--- config.mk ---
export PLATFORM = sky130hd
export DESIGN_NAME = display_scan
export DESIGN_NICKNAME = d
export VERILOG_FILES = /design/src/rtl/display_scan.sv
export SDC_FILE = /design/constraint.sdc
export NUM_CORES = 1
export LEC_CHECK = 0
export ABC_AREA = 1
export CORE_AREA = 4 4 41 43
export CTS_BUF_LIST = sky130_fd_sc_hd__clkbuf_2 sky130_fd_sc_hd__clkbuf_4 sky130_fd_sc_hd__clkbuf_8
export CTS_CLUSTER_DIAMETER = 150
export CTS_CLUSTER_SIZE = 10
export DETAILED_ROUTE_END_ITERATION = 7
export DIE_AREA = 0 0 45 47
export GPL_TIMING_DRIVEN = 0
export PLACE_DENSITY = 0.71
export SKIP_LAST_GASP = 1
export SYNTH_ARGS = -nofsm -noshare
export SYNTH_HDL_FRONTEND = slang
export SYNTH_SLANG_ARGS = --single-unit
--- constraint.sdc ---
create_clock -name clk -period 1.3 [get_ports clk]
set_input_delay 0.325 -clock clk [delete_from_list [all_inputs] [get_ports clk]]
set_output_delay 0.325 -clock clk [all_outputs]
set_load 0.01 [all_outputs]
--- src/rtl/display_scan.sv ---
// Time-multiplexed scanner for a 4-digit 7-segment stopwatch display.
// Rotates secm -> secd -> sec -> dsec, holding each digit SCAN_DIV clocks, with registered outputs.
module display_scan #(
  parameter int SCAN_DIV      = 1,
  parameter bit EN_ACTIVE_LOW = 1'b0
) (
  input  logic       clk,
  input  logic       clrn,
  input  logic [3:0] dsec,
  input  logic [3:0] sec,
  input  logic [3:0] secd,
  input  logic [3:0] secm,
  output logic [3:0] scan_data,
  output logic [3:0] scan_en
);

  localparam int CNT_W = (SCAN_DIV > 1) ? $clog2(SCAN_DIV) : 1;
  localparam logic [CNT_W-1:0] DIV_LAST = CNT_W'(SCAN_DIV - 1);
  // XOR mask: all-inactive enable pattern, also used to flip polarity of the one-hot
  localparam logic [3:0] EN_OFF = EN_ACTIVE_LOW ? 4'b1111 : 4'b0000;

  logic [CNT_W-1:0] div_cnt;
  logic [1:0]       idx;
  logic [3:0]       digit_sel;
  logic [3:0]       en_sel;

  function automatic logic [3:0] onehot(input logic [1:0] sel);
    onehot = 4'b0001 << sel;
  endfunction

  always_comb begin
    digit_sel = secm;
    case (idx)
      2'd0: digit_sel = secm;
      2'd1: digit_sel = secd;
      2'd2: digit_sel = sec;
      2'd3: digit_sel = dsec;
      default: digit_sel = secm;
    endcase
    en_sel = onehot(idx) ^ EN_OFF;
  end

  // Output register stage: outputs reflect the digit idx selected before this edge
  always_ff @(posedge clk or posedge clrn) begin
    if (clrn) begin
      div_cnt   <= '0;
      idx       <= 2'd0;
      scan_data <= 4'h0;
      scan_en   <= EN_OFF;
    end else begin
      scan_data <= digit_sel;
      scan_en   <= en_sel;
      if (div_cnt == DIV_LAST) begin
        div_cnt <= '0;
        idx     <= idx + 2'd1;
      end else begin
        div_cnt <= div_cnt + CNT_W'(1);
      end
    end
  end

endmodule

==> results of run 1 <==
-- layout make-up --
class	count	area (µm²)	area share (%)
well taps	15	18.8	2.56
multi-input cells	36	170	23.2
clock buffers	4	36.3	4.95
inverters	4	17.5	2.39
repair buffers	25	240	32.8
flip-flops and latches	10	250	34.1
-- registers in the layout, indices dropped and copies added, names as in the netlist --
register,count
scan_data,4
idx,2
scan_en,4
-- metal layers --
layer	global-route usage (%)	vias up
met1	10.1	179
met2	17.8	16
li1	-	205
met4	1.75	0
met3	4.60	0
met5	0	-
-- path summary, 6_finish.rpt --
path,start,end
min in group clk,idx[0]$_DFF_PP0_,idx[0]$_DFF_PP0_
setup / recovery,scan_data[3]$_DFF_PP0_,scan_data[3]
hold reg to reg,idx[0]$_DFF_PP0_,idx[0]$_DFF_PP0_
setup reg to reg,idx[0]$_DFF_PP0_,scan_data[2]$_DFF_PP0_
hold / removal,clrn,scan_en[1]$_DFF_PP0_
max in group asynchronous,clrn,scan_en[3]$_DFF_PP0_
-- where the power goes --
group	internal, mW	switching [mW]
registers	0.317	0.00133
logic	0.0550	0.0241
clock network	0.170	0.112
total	0.542	0.137
-- per-stage QoR --
step	total power, mW	hold WS (ns)	area (µm²)	instances
final	0.679	0.341	733	94
after floorplan	0.343	0.165	438	50
after CTS	0.683	0.362	733	94
after global routing	0.699	0.384	733	94
after global placement	0.409	0.478	707	90
after detailed placement	0.410	0.512	707	90
-- cells by family (layout without fill, tap and decap cells) --
logic type	count (synthesis)	after routing	synth area share, %
fa+ha+maj	4	4	11.4
simple gates	32	32	27.4
flops	10	10	57.1
buf+inv	4	33	4.00
-- cell usage in the layout, fill, tap and decap left out --
cell              n
dlygate4sd2_1     8
clkbuf_8          1
clkdlybuf4s50_1  17
nor2_1           12
inv_1             3
ha_1              4
nand2_1          20
clkbuf_4          3
dfrtp_1          10
inv_4             1
-- what timing repair did --
item / CTS / global route
gates resized for setup: 8 / 0
endpoints found under the setup margin: 8 / 0
hold buffers: 0 / 0
==> results.md, run 1 <==
- Total gr overflow: 0
- Sink Count: 10
- Crit path required time: 0.98 ns
- Post-synth EDFFs: 0
- CTS tree: done
- Routed len/inst: 10.5 µm
- Clock latency at the later pin of the worst-skew pair: 0.26 ns
- Critical Path Sink Type: primary output
- Routed vias: 400
- Post-detailed-route count of antenna-violating nets: 0
- Root Driver: clkbuf_4
- Worst rel slew slack: 74.4%
- Buffers plus inverters on the worst setup path: 1
- Startpoint types: flop
- Warnings, synthesis: 0
- Tcrit/Tclk final: 94.7%
- Routed met3 length: 107 µm
- Largest cells by area after synthesis: dfrtp_1, nand2_1, ha_1, nor2_1, inv_1
- IO Count: 26
- Core Rows: 13
- Critical Path Stages: 1
- DR top layer: met3
- P_leak: 0.398 nW
- Initial antenna violation count: 0
- Mapped Cells: 50
- P&R area growth vs syn: 67.4%
- DIE AREA: 2120 µm²
- Synthesized Nets: 72
- DRT iter0 DRCs: 1
- Min cycle time layout: 1.23 ns
- H-tree levels: 1
- Met1 WL: 395 µm
- Final Util: 56.3%
- Critical path class: reg -> out
- Post-layout nets: 102
- Hpwl dp: 786 µm
- Post-place setup slack: 0.137 ns
- Maxcap violations: 0
- Worst EP arrival: 0.91 ns
- Fraction of layout cells with a size suffix above 1: 6.33%
- Seq/Total Area, Yosys: 57.1%
- Router iterations before antenna repair: 4
- Largest net degree at the start of global routing: 11
- Synth top area share: 57.1%
- Starting density of the core: 33.7%
- VDD IR max: 0.674 mV
- Post-CTS setup buffer count: 0
- Yosys cell types: 6
- Placer Congestion: 0.680
- Vias in the first global route: 371
- Slew Viols, Final: 0
- Pwr Density: 926 nW/µm²
- Post-DR vias/cell: 4.26
- RSZ-0062 raised after global routing: false
- Clk buf depth: 2
- Final Hold Viols: 0
- Setup Skew: 0.00314 ns
- Ant. Diodes: 0
- Worst Max-Slew Pin Slew: 0.383 ns
- WL final: 990 µm
- Die Ht: 47 µm
- Worst Hold Class: in -> async
- Crit-path max FO: 1
- Post-Syn Area: 438 µm²
- Mean Syn Cell Area: 8.76 µm²
- Async SR Flop Fraction: 100%
- Yosys top cell by area: dfrtp_1
- Fillers: 143
- Setup violators final: 0
- Reg clk slew, reported paths: 0.07 ns
- Max Freq: 0.813 GHz
- CP max-delay cell: dfrtp_1
- Core box area: 1300 µm²
- Reg2Reg Depth: 6
- Setup TNS: 0 ns
- CTS buffer count: 3
- First-pass GRT wire length: 1460 µm
- Top-count cell post-synth: nand2_1
- Final worst slack: 0.0693 ns
- R2R setup slack: 0.18 ns
- Most instantiated cells after synthesis: nand2_1, nor2_1, dfrtp_1, ha_1, inv_1
- PortBufs: 25
- Crit-path cells: dlygate4sd2_1
- Status: finished clean
- Max incr delay on CP: 0.36 ns
- Yosys reg bits: 10
- Cell family with most CP delay: flip-flops
- Met2 wire length: 487 µm
- # DRC: 0
- Synth Flop Type: dfrtp_1
- All-Layer GR Usage: 9.68%
- DIE WIDTH: 45 µm
Note: power is estimated with default switching activity, not from simulation.
==> run 2: changes to the inputs <==
- CORE_AREA: 4 4 41 43 -> 2 2 39 41
- DIE_AREA: 0 0 45 47 -> 0 0 41 43
==> run 2 against run 1 <==
Net effect: worst setup slack better by 0.0055 ns; highest routed layer is now met4; register-to-register slack barely moved; design area increased by 0.17%; utilization is 3.3 points lower; global-route usage up 3.3 points; largest power group unchanged; sequential share of layout area is 0.058 points lower; combinational power about the same; sequential power hardly changed; final cell count increased by 1.1%; critical path depth is the same; clock power about the same; non-clock buffer count stayed put.
==> results.md, run 2 (synthesized netlist as in run 1, its figures left out) <==
- # DRC: 0 (unchanged)
- Max Freq: 0.816 GHz (+0.45%)
- Hpwl dp: 787 µm (+0.10%)
- Tcrit/Tclk final: 94.2% (-0.42 points)
- Reg2Reg Depth: 6 (unchanged)
- Clk buf depth: 2 (unchanged)
- Regs by FF count: scan_data (4), scan_en (4), idx (2)
- Logic pwr share: 11.7% (about the same)
- Final worst slack: 0.0748 ns (+0.00552 ns)
- Pwr Density: 921 nW/µm² (-0.58%)
- Root Driver: clkbuf_4
- Post-detailed-route count of antenna-violating nets: 0 (unchanged)
- Status: finished clean
- DIE WIDTH: 41 µm (-8.9%)
- Worst EP arrival: 0.90 ns (about the same)
- CP max-delay cell: dfrtp_1
- Critical Path Stages: 1 (unchanged)
- DIE AREA: 1760 µm² (-17%)
- Post-CTS setup buffer count: 0 (unchanged)
- Commonest non-fill, non-tap cell in the layout: nand2_1
- Post-layout nets: 102 (unchanged)
- Post-place setup slack: 0.137 ns (+0.000301 ns)
- Fraction of layout cells with a size suffix above 1: 6.33% (unchanged)
- Routed vias: 409 (+2.3%)
- Vias in the first global route: 380 (+2.4%)
- Worst Hold Class: in -> async
- Final Util: 53.1% (-3.3 points)
- WL final: 990 µm (unchanged)
- RSZ-0062 raised after global routing: false
- Reg clk slew, reported paths: 0.07 ns (about the same)
- Buffers plus inverters on the worst setup path: 1 (unchanged)
- Worst rel slew slack: 75.1% (+0.65 points)
- M1 GR Usage: 14.0% (+3.8 points)
- Crit-path max FO: 1 (unchanged)
- Switching power: 0.134 mW (-2.3%)
- Setup Skew: 0.00224 ns (-0.000903 ns)
- Critical path class: reg -> out
- Worst Max-Slew Pin Slew: 0.373 ns (-0.00978 ns)
- Switch share: 19.8% (-0.38 points)
- Final Hold Viols: 0 (unchanged)
- Slew Viols, Final: 0 (unchanged)
- Routed len/inst: 10.4 µm (-1.1%)
- Maxcap violations: 0 (unchanged)
- Critical Path Sink Type: primary output
- Sink Count: 10 (unchanged)
- Pint: 0.542 mW (about the same)
- Most frequent cells in the layout: nand2_1, clkdlybuf4s50_1, nor2_1
- VDD IR max: 0.505 mV (-25%)
- Core box area: 1380 µm² (+6.3%)
- Sequential Power Share: 47.1% (+0.2 points)
- H-tree levels: 1 (unchanged)
- CTS tree: done
- PortBufs: 25 (unchanged)
- Placer Congestion: 0.608 (-11%)
- P&R area growth vs syn: 67.7%
- Startpoint types: flop
- CTS buffer count: 3 (unchanged)
- Ant. Diodes: 0 (unchanged)
- Max incr delay on CP: 0.36 ns (about the same)
- First-pass GRT wire length: 1520 µm (+3.8%)
- P_leak: 0.398 nW (unchanged)
- Min cycle time layout: 1.23 ns (-0.00552 ns)
- Setup violators final: 0 (unchanged)
- Setup TNS: 0 ns (unchanged)
- Initial antenna violation count: 0 (unchanged)
- Crit path required time: 0.98 ns (about the same)
- Router iterations before antenna repair: 4 (unchanged)
- Grt met2 use: 21.9% (+4.1 points)
- Global Route met3 Usage: 3.66% (-0.93 points)
- All-Layer GR Usage: 13.0% (+3.3 points)
- Post-DR vias/cell: 4.31 (+1.2%)
- Most crowded layer after global routing: met2
- Starting density of the core: 31.6% (-2.0 points)
- Clock latency at the later pin of the worst-skew pair: 0.26 ns (about the same)
- Die Ht: 43 µm (-8.5%)
- IO Count: 26 (unchanged)
- Total gr overflow: 0 (unchanged)
- R2R setup slack: 0.17 ns (about the same)
- DRT iter0 DRCs: 2 (+1)
- Core Rows: 14 (+1)
- Clk network pwr share: 41.2% (-0.2 points)
- Crit-path cells: dlygate4sd2_1
- Largest net degree at the start of global routing: 11 (unchanged)
- Cell family with most CP delay: flip-flops
==> run 2: cell counts in the layout (fill, tap and decap cells not counted) <==
No cell type changed its count.
==> run 2: power by group through the flow <==
| stage | clock network (mW) | logic, mW | registers (mW) |
|---|---|---|---|
| 2_1_floorplan | 0 | 0.0145 | 0.328 |
| 3_3_place_gp | 0 | 0.0841 | 0.325 |
| 3_5_place_dp | 0 | 0.0845 | 0.325 |
| 4_1_cts | 0.287 | 0.0808 | 0.318 |
| 5_1_grt | 0.304 | 0.0876 | 0.319 |
| 6_report | 0.279 | 0.0792 | 0.318 |
==> run 2: what timing repair did <==
action | in CTS | in global routing
resized for setup | 8 | 0
endpoints found under the setup margin | 8 | 0
hold buffers | 0 | 0
hold endpoints to repair | 0 | 0
==> run 2: worst paths after layout <==
path                                               end                  from
worst max-delay path                        scan_en[2]  scan_en[2]$_DFF_PP0_
worst min-delay path              scan_en[1]$_DFF_PP0_                  clrn
worst max register to register  scan_data[3]$_DFF_PP0_      idx[0]$_DFF_PP0_
worst min register to register        idx[0]$_DFF_PP0_      idx[0]$_DFF_PP0_
max in group asynchronous             idx[0]$_DFF_PP0_                  clrn
min in group clk                      idx[0]$_DFF_PP0_      idx[0]$_DFF_PP0_
==> run 2: final cells by class <==
type                    instances  area (µm²)
multi-input cells              36         170
flip-flops and latches         10         250
clock buffers                   4        36.3
well taps                      16        20.0
inverters                       4        17.5
repair buffers                 25         240
fillers                       147         649
==> run 2: layer usage <==
| metal | share of wire [%] | routed length [µm] |
|---|---|---|
| met5 | 0 | 0 |
| met4 | 1.7 | 17 |
| met3 | 11 | 104 |
| met2 | 46 | 457 |
| met1 | 42 | 412 |
==> run 2: stage by stage <==
| stage | std cells | total power, mW | instance area (µm²) | hold slack (ns) |
|---|---|---|---|---|
| after global placement | 91 | 0.409 | 708 | 0.489 |
| after CTS | 95 | 0.686 | 734 | 0.350 |
| after global routing | 95 | 0.710 | 734 | 0.373 |
| after floorplan | 50 | 0.343 | 438 | 0.165 |
| final | 95 | 0.676 | 734 | 0.338 |
| after detailed placement | 91 | 0.409 | 708 | 0.510 |
